[config.mk]
export PLATFORM = sky130hd
export DESIGN_NAME = trng_ctrl_flat
export DESIGN_NICKNAME = d
export VERILOG_FILES = /design/src/rtl/trng_ctrl_pkg.sv /design/src/rtl/trng_ctrl_if.sv /design/src/rtl/trng_vn_debias.sv /design/src/rtl/trng_ctrl.sv /design/src/flat_wrapper.sv
export SDC_FILE = /design/constraint.sdc
export NUM_CORES = 1
export LEC_CHECK = 0
export CORE_UTILIZATION = 25
export CTS_CLUSTER_DIAMETER = 100
export DETAILED_ROUTE_END_ITERATION = 10
export MAX_ROUTING_LAYER = met4
export PLACE_DENSITY_LB_ADDON = 0.25
export REMOVE_ABC_BUFFERS = 1
export SLEW_MARGIN = 20
export SYNTH_ARGS = -nofsm -noshare
export SYNTH_HDL_FRONTEND = slang
export SYNTH_HIERARCHICAL = 1
export SYNTH_SLANG_ARGS = --single-unit
[constraint.sdc]
create_clock -name clk -period 3.5 [get_ports clk]
set_input_delay 1.05 -clock clk [delete_from_list [all_inputs] [get_ports clk]]
set_output_delay 1.05 -clock clk [all_outputs]
set_load 0.1 [all_outputs]
[src/rtl/trng_ctrl_pkg.sv]
// Shared types and default parameters for the ring-oscillator TRNG controller.
package trng_ctrl_pkg;

  typedef enum logic [2:0] {
    IDLE,
    WARMUP,
    COLLECT,
    FULL,
    ERROR
  } state_e;

  localparam int DEF_WORD_WIDTH    = 32;
  localparam int DEF_WARMUP_CYCLES = 256;
  localparam int DEF_REP_LIMIT     = 32;
  localparam bit DEF_DEBIAS        = 1'b1;

endpackage

[src/rtl/trng_ctrl_if.sv]
// Word delivery channel from the TRNG controller to the bus wrapper.
// A word moves on a cycle where valid && ready.
interface trng_ctrl_if #(
  parameter int WORD_WIDTH = 32
);
  logic [WORD_WIDTH-1:0] data;
  logic                  valid;
  logic                  ready;

  modport master (output data, output valid, input ready);
  modport slave  (input data, input valid, output ready);
endinterface

[src/rtl/trng_vn_debias.sv]
// Von Neumann pair filter: emits the first bit of each unequal pair in the
// same cycle as the second bit arrives; with DEBIAS=0 every sample passes straight through.
module trng_vn_debias #(
  parameter bit DEBIAS = 1'b1
) (
  input  logic clk,
  input  logic reset,
  input  logic clear,
  input  logic sample_en,
  input  logic bit_in,
  output logic bit_out,
  output logic bit_valid
);

  generate
    if (DEBIAS) begin : g_vn
      logic phase_q;
      logic first_q;

      always_ff @(posedge clk) begin
        if (reset || clear) begin
          phase_q <= 1'b0;
          first_q <= 1'b0;
        end else if (sample_en) begin
          phase_q <= ~phase_q;
          if (!phase_q) first_q <= bit_in;
        end
      end

      assign bit_out   = first_q;
      assign bit_valid = sample_en && phase_q && (first_q != bit_in);
    end else begin : g_pass
      assign bit_out   = bit_in;
      assign bit_valid = sample_en;
    end
  endgenerate

endmodule

[src/rtl/trng_ctrl.sv]
// TRNG sequencer: warm-up, (debiased) bit collection, repetition-count health test.
// A finished word is held on the output channel until accepted; collection stalls meanwhile.
module trng_ctrl
  import trng_ctrl_pkg::*;
#(
  parameter int WORD_WIDTH    = DEF_WORD_WIDTH,
  parameter int WARMUP_CYCLES = DEF_WARMUP_CYCLES,
  parameter int REP_LIMIT     = DEF_REP_LIMIT,
  parameter bit DEBIAS        = DEF_DEBIAS
) (
  input  logic          clk,
  input  logic          reset,
  input  logic          enable,
  input  logic          trng_out,
  output logic          trng_en,
  output logic          error,
  trng_ctrl_if.master   out_if
);

  localparam int WCW = $clog2(WARMUP_CYCLES + 1);
  localparam int BCW = $clog2(WORD_WIDTH + 1);
  localparam int RCW = $clog2(REP_LIMIT + 1);

  localparam logic [WCW-1:0] WARM_LAST = WCW'(WARMUP_CYCLES - 1);
  localparam logic [WCW-1:0] WARM_ONE  = WCW'(1);
  localparam logic [BCW-1:0] BIT_LAST  = BCW'(WORD_WIDTH - 1);
  localparam logic [BCW-1:0] BIT_ONE   = BCW'(1);
  localparam logic [RCW-1:0] REP_TRIP  = RCW'(REP_LIMIT);
  localparam logic [RCW-1:0] REP_ONE   = RCW'(1);

  state_e                state_q;
  logic [WCW-1:0]        warm_cnt_q;
  logic [BCW-1:0]        bit_cnt_q;
  logic [RCW-1:0]        rep_cnt_q, rep_cnt_d;
  logic                  prev_q;
  logic [WORD_WIDTH-1:0] data_q, data_d;
  logic                  trng_en_q, valid_q, error_q;
  logic                  rep_trip, word_done;
  logic                  vn_bit, vn_vld;
  logic                  collecting;

  assign collecting = (state_q == COLLECT);

  trng_vn_debias #(.DEBIAS(DEBIAS)) u_debias (
    .clk       (clk),
    .reset     (reset),
    .clear     (!collecting),
    .sample_en (collecting),
    .bit_in    (trng_out),
    .bit_out   (vn_bit),
    .bit_valid (vn_vld)
  );

  // Repetition count on raw samples; a zero count marks the first sample of a run.
  always_comb begin
    rep_cnt_d = REP_ONE;
    if (rep_cnt_q != '0 && trng_out == prev_q) rep_cnt_d = rep_cnt_q + REP_ONE;
    rep_trip  = (rep_cnt_d == REP_TRIP);
    word_done = vn_vld && (bit_cnt_q == BIT_LAST);
    data_d    = {data_q[WORD_WIDTH-2:0], vn_bit};
  end

  always_ff @(posedge clk) begin
    if (reset) begin
      state_q    <= IDLE;
      warm_cnt_q <= '0;
      bit_cnt_q  <= '0;
      rep_cnt_q  <= '0;
      prev_q     <= 1'b0;
      data_q     <= '0;
      trng_en_q  <= 1'b0;
      valid_q    <= 1'b0;
      error_q    <= 1'b0;
    end else if (!enable) begin
      state_q    <= IDLE;
      warm_cnt_q <= '0;
      bit_cnt_q  <= '0;
      rep_cnt_q  <= '0;
      trng_en_q  <= 1'b0;
      valid_q    <= 1'b0;
      error_q    <= 1'b0;
    end else begin
      case (state_q)
        IDLE: begin
          state_q    <= WARMUP;
          warm_cnt_q <= '0;
          trng_en_q  <= 1'b1;
        end
        WARMUP: begin
          if (warm_cnt_q == WARM_LAST) begin
            state_q   <= COLLECT;
            bit_cnt_q <= '0;
            rep_cnt_q <= '0;
            data_q    <= '0;
          end else begin
            warm_cnt_q <= warm_cnt_q + WARM_ONE;
          end
        end
        COLLECT: begin
          rep_cnt_q <= rep_cnt_d;
          prev_q    <= trng_out;
          // A health failure wins over a word completing on the same sample.
          if (rep_trip) begin
            state_q   <= ERROR;
            error_q   <= 1'b1;
            trng_en_q <= 1'b0;
          end else if (vn_vld) begin
            data_q    <= data_d;
            bit_cnt_q <= bit_cnt_q + BIT_ONE;
            if (word_done) begin
              state_q <= FULL;
              valid_q <= 1'b1;
            end
          end
        end
        FULL: begin
          if (out_if.ready) begin
            state_q   <= COLLECT;
            valid_q   <= 1'b0;
            bit_cnt_q <= '0;
            rep_cnt_q <= '0;
            data_q    <= '0;
          end
        end
        ERROR: begin
          state_q <= ERROR;
        end
        default: begin
          state_q   <= IDLE;
          trng_en_q <= 1'b0;
          valid_q   <= 1'b0;
          error_q   <= 1'b0;
        end
      endcase
    end
  end

  assign trng_en      = trng_en_q;
  assign error        = error_q;
  assign out_if.data  = data_q;
  assign out_if.valid = valid_q;

endmodule

[src/flat_wrapper.sv]
// flat-port wrapper written by rule: the top's interface ports become plain ports
module trng_ctrl_flat import trng_ctrl_pkg::*;
#(
  parameter int WORD_WIDTH    = DEF_WORD_WIDTH,
  parameter int WARMUP_CYCLES = DEF_WARMUP_CYCLES,
  parameter int REP_LIMIT     = DEF_REP_LIMIT,
  parameter bit DEBIAS        = DEF_DEBIAS
)
  (clk, reset, enable, trng_out, trng_en, error, out_if_data, out_if_valid, out_if_ready);
  trng_ctrl_if #(.WORD_WIDTH(WORD_WIDTH)) out_if_i ();
  input  logic clk;
  input  logic reset;
  input  logic enable;
  input  logic trng_out;
  output logic trng_en;
  output logic error;
  output wire logic [$bits(out_if_i.data)-1:0] out_if_data;
  output wire logic [$bits(out_if_i.valid)-1:0] out_if_valid;
  input wire logic [$bits(out_if_i.ready)-1:0] out_if_ready;
  assign out_if_data = out_if_i.data;
  assign out_if_valid = out_if_i.valid;
  assign out_if_i.ready = out_if_ready;
  trng_ctrl #(.WORD_WIDTH(WORD_WIDTH), .WARMUP_CYCLES(WARMUP_CYCLES), .REP_LIMIT(REP_LIMIT), .DEBIAS(DEBIAS)) u_core (.clk(clk), .reset(reset), .enable(enable), .trng_out(trng_out), .trng_en(trng_en), .error(error), .out_if(out_if_i));
endmodule
# == After elaboration in Yosys (flattened, before gate mapping) ==
# Index checks and enable logic that the tools add are counted.
# classes
bitwise_logic,5
n_eq_ne,18
addsub,3
reduce_logical,24
mux,29
# ops
operator,count
two-way mux 32 bit,4
case mux 32 bit (3 select lines),1
case mux 6 bit (3 select lines),2
two-way mux 6 bit,5
case mux 9 bit (2 select lines),1
two-way mux 3 bit,5
case mux 3 bit (5 select lines),1
adder 6 x 1 -> 6 bit (second input constant),2
AND reduction 2 bit,5
AND reduction 5 bit,2
adder 9 x 1 -> 9 bit (second input constant),1
== test 9 x 8 -> 1 bit (second input constant),1
two-way mux 9 bit,1
inequality test 2 x 1 -> 1 bit (second input constant),4
== test 3 x 2 -> 1 bit (second input constant),2
== test 6 x 5 -> 1 bit (second input constant),1
== test 6 bit (second input constant),1
two-way mux 1 bit,6
inequality test 2 bit (second input constant),3
inequality test 3 x 1 -> 1 bit (second input constant),2
case mux 1 bit (3 select lines),2
AND reduction 6 bit,1
nonzero test 6 bit,1
OR reduction 3 bit,2
16 further kinds,23
# word_totals
register_bits,62
input_bits,5
output_inout_bits,35
word_cells,90

# == Longest topological paths before layout ==
# Gate-level depths: netlist (run 1).
# depth
depth_word,8
mapped_depth,13
mapped_depth_nobuf,10

# == Cells and area by module ==
# The synthesis (run 1) kept the hierarchy.
# by_module_without_submodules
mod,cells_each,instances,seq_area_each_um2,area_per_inst_um2
trng_ctrl,340,1,1201.2,2957.8
trng_vn_debias,9,1,40.0,103.8

# == Worst setup path after synthesis (run 1) ==
# Ideal clock, no wire load.
# synth_path
path_kind,reg2reg
start,register u_core.state_q[2]
end,"register u_core.data_q[11], in the netlist u_core/out_if.data[11]"
n_path_buf,5
path_stages_with_launch,14
synth_period_minus_slack_ps,2872
slack_ps,628
setup_ps,72
required_time_ps,3428
arrival_time_ps,2800
path_cell_list,dfxtp_1 > clkbuf_1 > nor2_1 > nand2_1 > inv_2 > clkbuf_1 > clkbuf_1 > and3_2 > o21ai_1 > or2_1 > buf_2 > nor2_8 > buf_6 > mux2i_1
# synth_via
elab_chain_cells,5
word_cells_on_any_way,12
cone_classes,eq/ne (7); mux (1); reduce/logical (4)
# synth_rtl
element,line_no,source
"start, declared",trng_ctrl.sv:31,state_e state_q;
"start signal, assigned",trng_ctrl.sv:65,state_q <= IDLE;
"start signal, assigned",trng_ctrl.sv:75,state_q <= IDLE;
"start signal, assigned",trng_ctrl.sv:85,state_q <= WARMUP;
== test 3 x 2 -> 1 bit,trng_ctrl.sv:42,assign collecting = (state_q == COLLECT);
via u_core.collecting,trng_ctrl.sv:40,logic collecting;
logical AND 1 bit (2 in series),trng_vn_debias.sv:31,assign bit_valid = sample_en && phase_q && (first_q != bit_in);
via u_core.vn_vld,trng_ctrl.sv:39,"logic vn_bit, vn_vld;"
inequality test 2 x 1 -> 1 bit (no line),--,
AND reduction 6 bit (no line),--,
"end signal, assigned",trng_ctrl.sv:108,data_q <= data_d;
"end, declared",trng_ctrl.sv:36,"logic [WORD_WIDTH-1:0] data_q, data_d;"
# The timed path passes the listed nets, and every way through them passes these cells.
# A chain may end at the register's enable or synchronous reset.

# == Worst setup path after layout (run 1) ==
# layout_path
start,input port out_if_ready
end,"register u_core.data_q[30], in the netlist u_core/out_if.data[30]"
# layout_via
elab_chain_cells,2
# layout_rtl
element,line_no,source
"start, declared",flat_wrapper.sv:19,input wire logic [$bits(out_if_i.ready)-1:0] out_if_ready;
inequality test 2 bit (no line),--,
AND reduction 6 bit (no line),--,
# Every way passes these cells.

==> results of run 1 <==
==> layout make-up <==
type                    count  area [um2]
clock buffers              12       246.5
clock inverters             4       70.07
fillers                  1249        8140
inverters                   9       33.78
multi-input cells         256        1683
flip-flops and latches     62        1241
well taps                 147       183.9
repair buffers             47       362.8
==> cells in the mapped netlist, drive strengths merged (2+ instances only) <==
library cell,n
buf,9
mux2i,21
nor3b,2
nand4b,2
nand2b,19
nor2,27
o31ai,20
nand2,26
a21oi,14
and3,6
nand3,13
or2,3
nor2b,19
a211oi,2
ha,5
nor3,4
o211ai,4
or3,2
dfxtp,62
a22oi,4
a311oi,2
nand4,4
o21ai,32
nor4b,2
clkbuf,13
xor2,5
a21o,2
inv,9
xnor2,3
==> power by group through the flow <==
stage	Clock [W]	Combinational [W]	Sequential [W]
3_5_place_dp	0	0.0000411	0.000728
3_3_place_gp	0	0.0000413	0.000728
2_1_floorplan	0	0.0000151	0.000732
5_1_grt	0.00101	0.0000440	0.000713
6_report	0.000947	0.0000405	0.000713
4_1_cts	0.000975	0.0000413	0.000713
==> layout by cell type, fill, tap and decap left out, types with 4 or more instances in the layout <==
master / synthesis / final
mux2i_1: 21 / 21
xor2_1: 5 / 5
o21ai_0: 9 / 9
nand3_1: 13 / 13
nand4_1: 4 / 4
dfxtp_1: 62 / 62
clkbuf_16: 0 / 9
inv_1: 8 / 8
nor2b_1: 18 / 18
o31ai_1: 20 / 20
nor2_1: 26 / 26
o21ai_1: 22 / 22
and3_1: 5 / 5
nand2b_1: 19 / 19
a22oi_1: 4 / 4
a21oi_1: 14 / 14
nand2_1: 25 / 25
clkdlybuf4s50_1: 0 / 4
buf_4: 0 / 43
ha_1: 5 / 5
==> routing by layer <==
metal	up-vias	GRT usage (%)	part of all wire (%)
met3	11	2.808	3.0
met2	36	20.00	47
met1	1226	15.25	47
met5	-	-	0
li1	1321	-	-
met4	0	6.400	2.2
==> cells by family after synthesis <==
family          share of synthesized area [%]
simple gates                            24.81
compound gates                          18.96
flops                                   40.54
buf+inv                                 4.495
mux                                     6.865
xor+xnor                                2.289
fa+ha+maj                               2.043
==> worst min-delay path, cell delays in order (launching register included) <==
cell	delay, ns
dfxtp_1	0.31
nand4_1	0.07
nand2_1	0.05
==> sequential cells by signal, summed over array words and instances, names as in the netlist <==
register / flops
u_core/out_if.data: 32
u_core/warm_cnt_q: 9
u_core/bit_cnt_q: 6
u_core/rep_cnt_q: 6
u_core/state_q: 3
u_core/error: 1
u_core/out_if.valid: 1
u_core/prev_q: 1
u_core/trng_en: 1
u_core/u_debias/bit_out: 1
u_core/u_debias/g_vn.phase_q: 1
==> metrics by stage <==
stage / hold WS (ns) / instance area (um2) / worst slack [ns] / total power, W / utilization (%)
finish: 0.4665 / 3821 / 0.5446 / 0.001701 / 31.95
global route: 0.4897 / 3821 / 0.3838 / 0.001768 / 31.95
CTS: 0.4693 / 3821 / 0.5357 / 0.001729 / 31.95
detailed placement: 0.4608 / 3505 / 0.2012 / 0.0007688 / 29.30
global placement: 0.4594 / 3505 / 0.2998 / 0.0007691 / 29.30
floorplan: 0.4539 / 2958 / 0.4459 / 0.0007471 / -
==> path summary, 6_finish.rpt <==
check	start	end
setup reg to reg	u_core/warm_cnt_q[0]$_SDFFE_PP0P_	u_core/out_if.data[30]$_SDFFE_PP0P_
hold reg to reg	u_core/out_if.valid$_SDFFE_PP0P_	u_core/out_if.valid$_SDFFE_PP0P_
hold / removal	u_core/out_if.valid$_SDFFE_PP0P_	u_core/out_if.valid$_SDFFE_PP0P_
setup / recovery	out_if_ready	u_core/out_if.data[30]$_SDFFE_PP0P_
==> summary by stage, run 1 <==
Status
The run finished with clean final reports.

Synthesis
The mapped netlist covers between 3000 and 4000 um2. In this run, synthesis inferred 0 flip-flops with an integrated enable. Synthesis produced a netlist whose cell count is roughly 350. The number of different library cells used by synthesis comes to between 50 and 60.

In this run, synthesis produced a sequential element count of between 60 and 70. The post-synthesis async set-or-reset flop share is 0%. The sequential share of the synthesized area is between 40% and 50%.

The largest area contributor in the netlist is dfxtp_1. A synthesized cell averages just under 9 um2. By area the synthesized netlist is led by dfxtp_1, mux2i_1, o31ai_1, nand2b_1, nor2b_1. During synthesis, Yosys emitted a total of 6 warnings.

The most frequently used flop master after synthesis is dfxtp_1. The share of the synthesized area in the top cell type is between 40 and 50%.

Setup path
On the worst path, the slowest cell contributes a delay of about 0.52 ns. The number of cell instances on the worst register-to-register path is 10. The critical path goes through clkdlybuf4s50_1 > inv_1 > a311oi_1 > o21ai_1 > or2_1 > nor2_8 > mux2i_1. For the worst setup path, the data required time is between 3 and 4 ns.

The critical path class is in2reg. The type of element launching the critical path is an input port. The worst reg-to-reg setup slack is 0.65 ns. Broken down by cell family, the worst path's largest delay share belongs to simple AND/OR/NAND/NOR gates. The depth of the critical timing path with buffers and inverters included is 7. The largest driver fanout on the critical path is 17.

Data arrives at the worst endpoint at approximately 3.2 ns. The sort of element at the end of the critical path is a flop. Among all stages on the critical path, the largest delay is contributed by clkdlybuf4s50_1. The critical path contains buffers and inverters numbering 2 combined.

STA
Of the available clock period, the critical path in the final layout requires between 80% and 90%. The achievable clock frequency is ~340 MHz. At the pin with the least slew margin, the transition time is ~0.78 ns. Setup repair after global routing left no endpoint under its margin. The number of setup violations in the final report is 0. The tightest slew margin relative to the limit is 48.01%.

The minimum clock period after layout is between 2 and 3 ns. The accumulated negative setup slack is 0 ns. The number of hold violations in the final report is 0. The maximum clock skew at final layout is between 0.005 and 0.006 ns.

The count of final max-slew check failures is 0.

Worst hold path
The cell depth of the worst hold path is 2. The worst hold path belongs to the class reg2reg.

Floorplanning
The height of the die is 112.7 um. The overall die width is between 100 and 150 um. The floorplan has 40 rows. The die covers 12,690 um2. The area of the placeable core is about 12,000 um2. 40 I/O pins were placed. Once the floorplan was initialized, standard cells occupied approximately 26% of the core.

Clock network
The count of instances resized after the clock tree is built is 0. The deepest clock path buffer count is 2. The buffers inserted during post-CTS setup optimization is 0.

The TritonCTS buffer count is 9. The clock latency on the worst-skew pair is 0.33 ns. The H-tree depth is 3. The tree is rooted in a clkbuf_16. The clock edge transition at the registers on the reported setup and hold paths is ~0.05 ns. Clock tree synthesis found a total of between 60 and 70 sinks. The count of hold-fix buffers inserted at cts is 0. The CTS tree is built.

Detailed routing
The detail route stage leaves a number of antenna-violating nets equal to 0. The number of iterations in the first detailed-routing pass is 4. The average wire per standard cell is around 14 um. The routed wire length is 7338 um. The total via count after detailed routing is between 2,000 and 3,000.

The remaining design rule violation count is 0. The first routing iteration left between 150 and 200 violations. The average vias per placed instance is around 4.8.

Global routing
The via count of the first global-routing pass came to roughly 2,500. The wire length of the first global-routing pass is roughly 12,000 um. The overall fraction of global-route tracks in use is 12.70%. For this run the aggregate overflow at the end of global routing stands at 0. Entering global routing, the biggest net connects 29 pins.

The initial antenna violation count is 0.

Pwr
The share of total power dissipated in combinational logic is between 2 and 2.5%. The portion of total power attributed to the clock network is a little under three fifths. The design internal power is 0.001364 W. The maximum vdd drop is about 0.00017 V. Of the total power, the share spent switching nets is between 10% and 20%. The analysis attributes to cell leakage a power of ~1.4 nW. The power spent charging and discharging nets is 0.0003371 W. The share of power burned in registers is about two fifths. The power per cell area is between 400 and 500 nW/um2.

Cells and area
The fraction of final layout cells with drive strength greater than 1 is ~18%. The finished layout holds roughly 540 standard cells, fillers aside. At the end of the flow, the number of nets in the layout was just under 400.

Relative to the synthesized area, the layout overhead comes to 24.81%. The number of antenna repair diodes is 0.

Job
Max-cap violations in this run came to 0.

Place
The routability-driven placement congestion ratio is between 0.7 and 0.8. In this run, placement finished with an instance count of 521. Detailed placement ended at an HPWL of ~4900 um.

The count of buffers added on input and output ports is 39.
(Power assumes the default switching activity.)
==> inputs of run 2 (changes only) <==
- clock period: 3.5 -> 2.5 ns (I/O delays scaled with it)
==> run 2 against run 1 <==
Register-to-register slack got worse by 0.46 ns; count of clock-buffer cells in the layout fell by 1; sequential power rose by 40%; highest routed layer unchanged.
==> summary by stage, run 2 (synthesized netlist as in run 1, its figures left out) <==
Status
The run finished with clean final reports.

Floorplanning
The floorplan die area is 12,690 um2 (unchanged). The site row count is 40 (unchanged). The area of the placeable core is 11,960 um2 (unchanged). The count of boundary I/O pins was 40 (unchanged). The starting density of the core is 25.60% (unchanged). The overall die width is 112.7 um (unchanged).

The height of the die was 112.7 um (unchanged).

Clock network
The root buffer cell chosen for the clock tree is clkbuf_16. The clock edge transition at the registers on the reported setup and hold paths is 0.05 ns (about the same). The clock latency on the worst-skew pair is 0.32 ns (about the same). TritonCTS built the clock tree. The TritonCTS buffer count was 9 (unchanged).

The H-tree depth came to 3 (unchanged). The deepest clock path buffer count was 2 (unchanged). The total number of clock tree sinks is 62 (unchanged).

Detailed routing
The average vias per placed instance was 4.743 (-1.8%). The number of nets with antenna violations after routing is 0 (unchanged). The routed wire length was 7608 um (+3.7%). The total via count after detailed routing is 2,708 (+4.4%).

The average wire per standard cell is 13.32 um (-2.5%). The number of DRC markers after the initial detailed-route iteration is 136 (-17%). The remaining design rule violation count is 0 (unchanged).

The number of iterations in the first detailed-routing pass is 4 (unchanged).

STA
The minimum clock period after layout is roughly 2.4 ns. The accumulated negative setup slack is 0 ns (unchanged). The tightest slew margin relative to the limit is 47.36% (-0.65 points).

The number of setup violations in the final report is 0 (unchanged). The maximum clock skew at final layout is 0.004674 ns (-0.001042 ns). The transition time at the pin with the least slew margin is 0.7829 ns (+0.003113 ns). The number of hold violations in the final report is 0 (unchanged). The count of final max-slew check failures is 0 (unchanged). The part of the cycle the worst path needs is 94.76%.

Setup repair after global routing left no endpoint under its margin. The worst setup margin is 0.1309 ns (-0.4137 ns). Timing would allow up to ~420 MHz.

Pwr
The maximum vdd drop is 0.0002563 V (+53%). The power per cell area came to 549.8 nW/um2 (+24%). The static leakage was 1.554 nW (+14%).

Setup path
The worst reg-to-reg setup slack is 0.19 ns (-0.46 ns). The required time at the endpoint of the critical path is 2.76 ns (-1.00 ns). The type of element launching the critical path is an input port. In this run the critical register-to-register path is captured at u_core/bit_cnt_q[0]$_SDFFE_PP0P_. The critical path class is in2reg. The sort of element at the end of the critical path is a flop. The source of the worst register-to-register timing path is u_core/warm_cnt_q[1]$_SDFFE_PP0P_. The number of cell instances on the worst register-to-register path is 11 (+1). The worst path arrival time is 2.63 ns (-0.58 ns). The largest driver fanout on the critical path is 5 (-12).

Cells and area
The number of antenna repair diodes came to 0 (unchanged). The count of nets after finishing is 430 (+8.9%). The total area of sequential cells is 1242 um2 (+0.10%). The top cell types in the final layout, fill and taps aside, are buf_4, dfxtp_1, nor2_1, nand2_1. Leaving out fill and tap cells, the most frequent cell in the layout is buf_4. The number of flip-flops under the largest register name is 32 (unchanged). The total area of multi-input combinational cells came to 1702 um2 (+1.1%).

The post-layout utilization of the core is 34.78% (+2.8 points). The fraction of final layout cells with drive strength greater than 1 is 26.89% (+8.4 points). The filler-free cell count of the finished design came to 571 (+6.3%). The area growth from synthesis to final layout is 35.88%. The number of fill cells was 1,212 (-3.0%).

Place
The cell count after placement is 551 (+5.8%). The quantity of I/O buffers inserted on ports is 39 (unchanged). The routability-driven placement congestion ratio is 0.7366 (-6.2%). The pre-CTS setup slack is -0.2415 ns (-0.4427 ns). The placed wire-length estimate came to 5047 um (+2.9%).

Worst hold path
The min-delay analysis places its worst path in the category reg2reg. The capture endpoint of the worst hold path is u_core/out_if.valid$_SDFFE_PP0P_. The start point of the worst min-delay path is u_core/out_if.valid$_SDFFE_PP0P_. The cell depth of the worst hold path came to 2 (unchanged).

Global routing
The wire length of the first global-routing pass is 12,810 um (+5.0%). The residual overflow from global routing is 0 (unchanged). The initial antenna violation count is 0 (unchanged). The overall fraction of global-route tracks in use was 13.26% (+0.56 points). The via count of the first global-routing pass is 2,628 (+5.4%). The pin count of the biggest net entering global routing came to 39 (+34%).

Job
The number of maximum-capacitance violations came to 0 (unchanged).
## run 2: routing by layer
metal,global-route usage [%],wire length [um],share of wire (%),vias up
met5,-,0,0,-
met4,5.600,114,1.5,0
met3,3.402,192,2.5,6
met2,20.45,3576,47,29
met1,16.38,3724,49,1280
li1,-,-,-,1393
## run 2: per-stage QoR
step | instance area (um2) | total power (W) | hold WS [ns]
floorplan | 2958 | 0.001046 | 0.4539
global placement | 3805 | 0.001085 | 0.4581
detailed placement | 3805 | 0.001086 | 0.4582
CTS | 4095 | 0.002323 | 0.4647
global route | 4160 | 0.002381 | 0.4940
finish | 4160 | 0.002287 | 0.4662
## run 2: worst max-delay path, stage by stage
cell and delay (ns):
clkdlybuf4s50_1 0.49, inv_1 0.06, a311oi_1 0.30, buf_4 0.18, o21ai_2 0.08, buf_4 0.17, or4_4 0.47, a21oi_2 0.13
## run 2: cell type report
cell class	instances	share of cell area, %
Multi-Input combinational cell	256	40.90
Inverter	9	0.8120
Clock inverter	4	1.143
Clock buffer	11	5.835
Tap cell	147	4.421
Sequential cell	62	29.86
Timing Repair Buffer	82	17.02
## run 2: worst max path at each step
stage                                                  from                             endpoint  slack [ns]
after floorplan              u_core/state_q[0]$_SDFFE_PP0P_  u_core/out_if.data[10]$_SDFFE_PP0P_       -0.55
after global placement                         out_if_ready   u_core/out_if.data[7]$_SDFFE_PP0P_       -0.25
after detailed placement                       out_if_ready  u_core/out_if.data[22]$_SDFFE_PP0P_       -0.24
after CTS                 u_core/warm_cnt_q[0]$_SDFFE_PP0P_  u_core/out_if.data[22]$_SDFFE_PP0P_        0.04
after global routing      u_core/warm_cnt_q[1]$_SDFFE_PP0P_     u_core/bit_cnt_q[0]$_SDFFE_PP0P_       0.006
final                                          out_if_ready     u_core/bit_cnt_q[0]$_SDFFE_PP0P_        0.13
## run 2: timing repair
action	4_1_cts	5_1_grt
setup endpoints to repair	0	34
hold buffers	0	0
buffers inserted	0	4
gates resized for setup	0	8
## run 2: report_power, final
group	internal [W]	leakage, nW	switching [W]
registers	0.000992	0.500	0.00000372
clock network	0.000789	0.141	0.000434
logic	0.0000286	0.912	0.0000403
total	0.00181	1.55	0.000478
==> inputs of run 3 (changes only) <==
- CTS_CLUSTER_SIZE: unset -> 16
- PLACE_DENSITY_LB_ADDON: 0.25 -> unset
==> run 3 against run 2 <==
Utilization decreased by 0.43 points; global-route usage decreased by 0.70 points; combinational power increased by 3%; final cell count decreased by 1.2%; largest power group unchanged.
==> summary by stage, run 3 (synthesized netlist as in run 1, its figures left out) <==
Place
The routability-driven placement congestion ratio is 0.7663 (+4.0%). The placed wire-length estimate came to 5189 um (+2.8%). The cell count after placement is 547 (-0.73%). The quantity of I/O buffers inserted on ports is 39 (unchanged).

Floorplanning
The floorplan die area is 12,690 um2 (unchanged). The site row count is 40 (unchanged). The overall die width was 112.7 um (unchanged). The count of boundary I/O pins was 40 (unchanged). The area of the placeable core is 11,960 um2 (unchanged). The starting density of the core came to 25.60% (unchanged). The height of the die is 112.7 um (unchanged).

STA
The number of hold violations in the final report is 0 (unchanged). Setup repair after global routing could not meet its margin everywhere. The minimum clock period after layout is 2.337 ns (-0.03217 ns). The maximum clock skew at final layout is 0.006459 ns (+0.001785 ns). The part of the cycle the worst path needs is 93.48% (-1.3 points). The transition time at the pin with the least slew margin is 0.7758 ns (-0.007098 ns). The count of final max-slew check failures came to 0 (unchanged). The number of setup violations in the final report was 0 (unchanged). The achievable clock frequency was 427.9 MHz (+1.4%). The tightest slew margin relative to the limit came to 47.84% (+0.48 points).

Pwr
The portion of total power attributed to the clock network is 56.4% (+2.9 points). The maximum vdd drop is 0.0002431 V (-5.1%). The share of power burned in registers is 40.7% (-2.8 points).

The power per cell area is 594.8 nW/um2 (+8.2%). The combinational cell fraction of total power came to 2.9% (about the same). The design internal power came to 0.001973 W (+9.0%). The static leakage is 1.523 nW (-2.0%).

The switching fraction of total power is 19.26% (-1.6 points). The power spent charging and discharging nets came to 0.0004707 W (-1.5%). The total power of the final layout was 0.002444 W (+6.8%).

Detailed routing
The number of iterations in the first detailed-routing pass is 4 (unchanged). The total via count after detailed routing was 2,690 (-0.66%). The sum of routed wire segments on met1 is 3490 um (-6.3%).

The average vias per placed instance is 4.770 (+0.57%). The detailed router used layers up to and including met4. The detailed route wirelength on metal3 is 266 um (+39%). The total length of routed met2 wires is 3459 um (-3.3%).

The routed wire length was 7361 um (-3.2%). The remaining design rule violation count is 0 (unchanged). The number of nets with antenna violations after routing is 0 (unchanged). The average wire per standard cell is 13.05 um (-2.0%). The number of DRC markers after the initial detailed-route iteration is 102 (-25%).

Cells and area
The number of fill cells is 1,186 (-2.1%). The count of nets after finishing is 422 (-1.9%). The filler-free cell count of the finished design came to 564 (-1.2%). In the layout the commonest cells are buf_4, dfxtp_1, nand2_1. The number of flip-flops under the largest register name is 32 (unchanged). The total area of multi-input combinational cells is 1710 um2 (+0.51%).

The fraction of final layout cells with drive strength greater than 1 is 25.90% (-0.99 points). From synthesis to final layout, the design area changed by 34.21%. The total area of sequential cells is 1242 um2 (unchanged). The library cell used most frequently in the layout, excluding fill and tap cells, is buf_4.

The number of antenna repair diodes was 0 (unchanged).

Clock network
TritonCTS built the clock tree. The TritonCTS buffer count came to 9 (unchanged). The count of hold-fix buffers inserted at cts is 0 (unchanged). The total number of clock tree sinks came to 62 (unchanged). The clock edge transition at the registers on the reported setup and hold paths is 0.05 ns (about the same). The CTS root buffer is clkbuf_16. The deepest clock path buffer count is 2 (unchanged). The H-tree depth is 3 (unchanged).

The clock latency on the worst-skew pair came to 0.33 ns (about the same).

Setup path
The required time at the endpoint of the critical path came to 2.71 ns (-0.05 ns). The worst register-to-register path ends at u_core/out_if.data[9]$_SDFFE_PP0P_. STA classifies the critical path endpoint as a flop. The number of cell instances on the worst register-to-register path is 11 (unchanged). The worst path arrival time is 2.54 ns (-0.09 ns). The type of element launching the critical path is a flop. The worst reg-to-reg setup slack came to 0.16 ns (-0.03 ns).

The critical path class is reg2reg. The critical path starts at u_core/warm_cnt_q[0]$_SDFFE_PP0P_. Following the worst setup path forward leads to its endpoint at u_core/out_if.data[9]$_SDFFE_PP0P_. The largest driver fanout on the critical path is 15 (+10). The startpoint identified for the worst register-to-register timing path is u_core/warm_cnt_q[0]$_SDFFE_PP0P_.

Worst hold path
The path class of the lowest-slack min-delay path is reg2reg. The cell depth of the worst hold path is 2 (unchanged).

Status
The run finished with clean final reports.

Global routing
The overall fraction of global-route tracks in use was 12.56% (-0.70 points). The residual overflow from global routing is 0 (unchanged). The initial antenna violation count is 0 (unchanged). The wire length of the first global-routing pass was 12,300 um (-4.0%).

The via count of the first global-routing pass is 2,633 (+0.19%). The pin count of the biggest net entering global routing came to 29 (-26%).

Job
The number of maximum-capacitance violations is 0 (unchanged).
## run 3: per-stage QoR
step	instance area [um2]	TNS (ns)	util (%)	setup WS (ns)	hold slack (ns)
global placement	3737	-8.643	31.24	-0.2424	0.4515
CTS	4079	0	34.10	0.03449	0.4677
detailed placement	3737	-9.714	31.24	-0.2647	0.4603
floorplan	2958	-15.91	-	-0.5541	0.4539
global route	4109	-0.02066	34.35	-0.01437	0.4952
finish	4109	0	34.35	0.1631	0.4631
## run 3: cell type report
cell class	instances	share of cell area [%]
Clock inverter	3	1.583
Tap cell	147	4.476
Sequential cell	62	30.24
Clock buffer	13	6.577
Inverter	9	0.8222
Timing Repair Buffer	74	14.68
Multi-Input combinational cell	256	41.63
## run 3: worst min path at each step
stage,startpoint,end,slack [ns]
after detailed placement,u_core/out_if.valid$_SDFFE_PP0P_,u_core/out_if.valid$_SDFFE_PP0P_,0.46
final,u_core/out_if.valid$_SDFFE_PP0P_,u_core/out_if.valid$_SDFFE_PP0P_,0.46
after global placement,u_core/error$_SDFFE_PP0P_,u_core/error$_SDFFE_PP0P_,0.45
after floorplan,u_core/warm_cnt_q[6]$_SDFFE_PP0P_,u_core/warm_cnt_q[6]$_SDFFE_PP0P_,0.45
after CTS,u_core/out_if.valid$_SDFFE_PP0P_,u_core/out_if.valid$_SDFFE_PP0P_,0.47
after global routing,u_core/out_if.valid$_SDFFE_PP0P_,u_core/out_if.valid$_SDFFE_PP0P_,0.50
## run 3: metal layers
metal | vias up | global-route usage (%)
li1 | 1365 | -
met1 | 1276 | 15.25
met2 | 38 | 19.14
met3 | 11 | 3.510
met4 | 0 | 6.044
met5 | - | -
## run 3: what timing repair did
item	4_1_cts	5_1_grt
setup buffers	0	1
gates resized for setup	1	7
pin swaps	0	1
setup endpoints to repair	29	37
## run 3: power groups by stage
stage / combinational [W] / clock [W] / sequential [W]
after global routing: 0.0000769 / 0.00145 / 0.000995
after floorplan: 0.0000211 / 0 / 0.00102
after CTS: 0.0000696 / 0.00141 / 0.000995
final: 0.0000706 / 0.00138 / 0.000996
after detailed placement: 0.0000689 / 0 / 0.00102
after global placement: 0.0000680 / 0 / 0.00102
## run 3: worst max-delay path, cell delays in order (launching register included)
cell and delay, ns:
dfxtp_1 0.35, ha_2 0.19, nand3_1 0.12, nor2_2 0.14, ha_2 0.19, a21oi_1 0.09, a311oi_2 0.26, o21ai_1 0.12
or2_1 0.30, buf_4 0.22, o21ai_1 0.16, o31ai_1 0.08
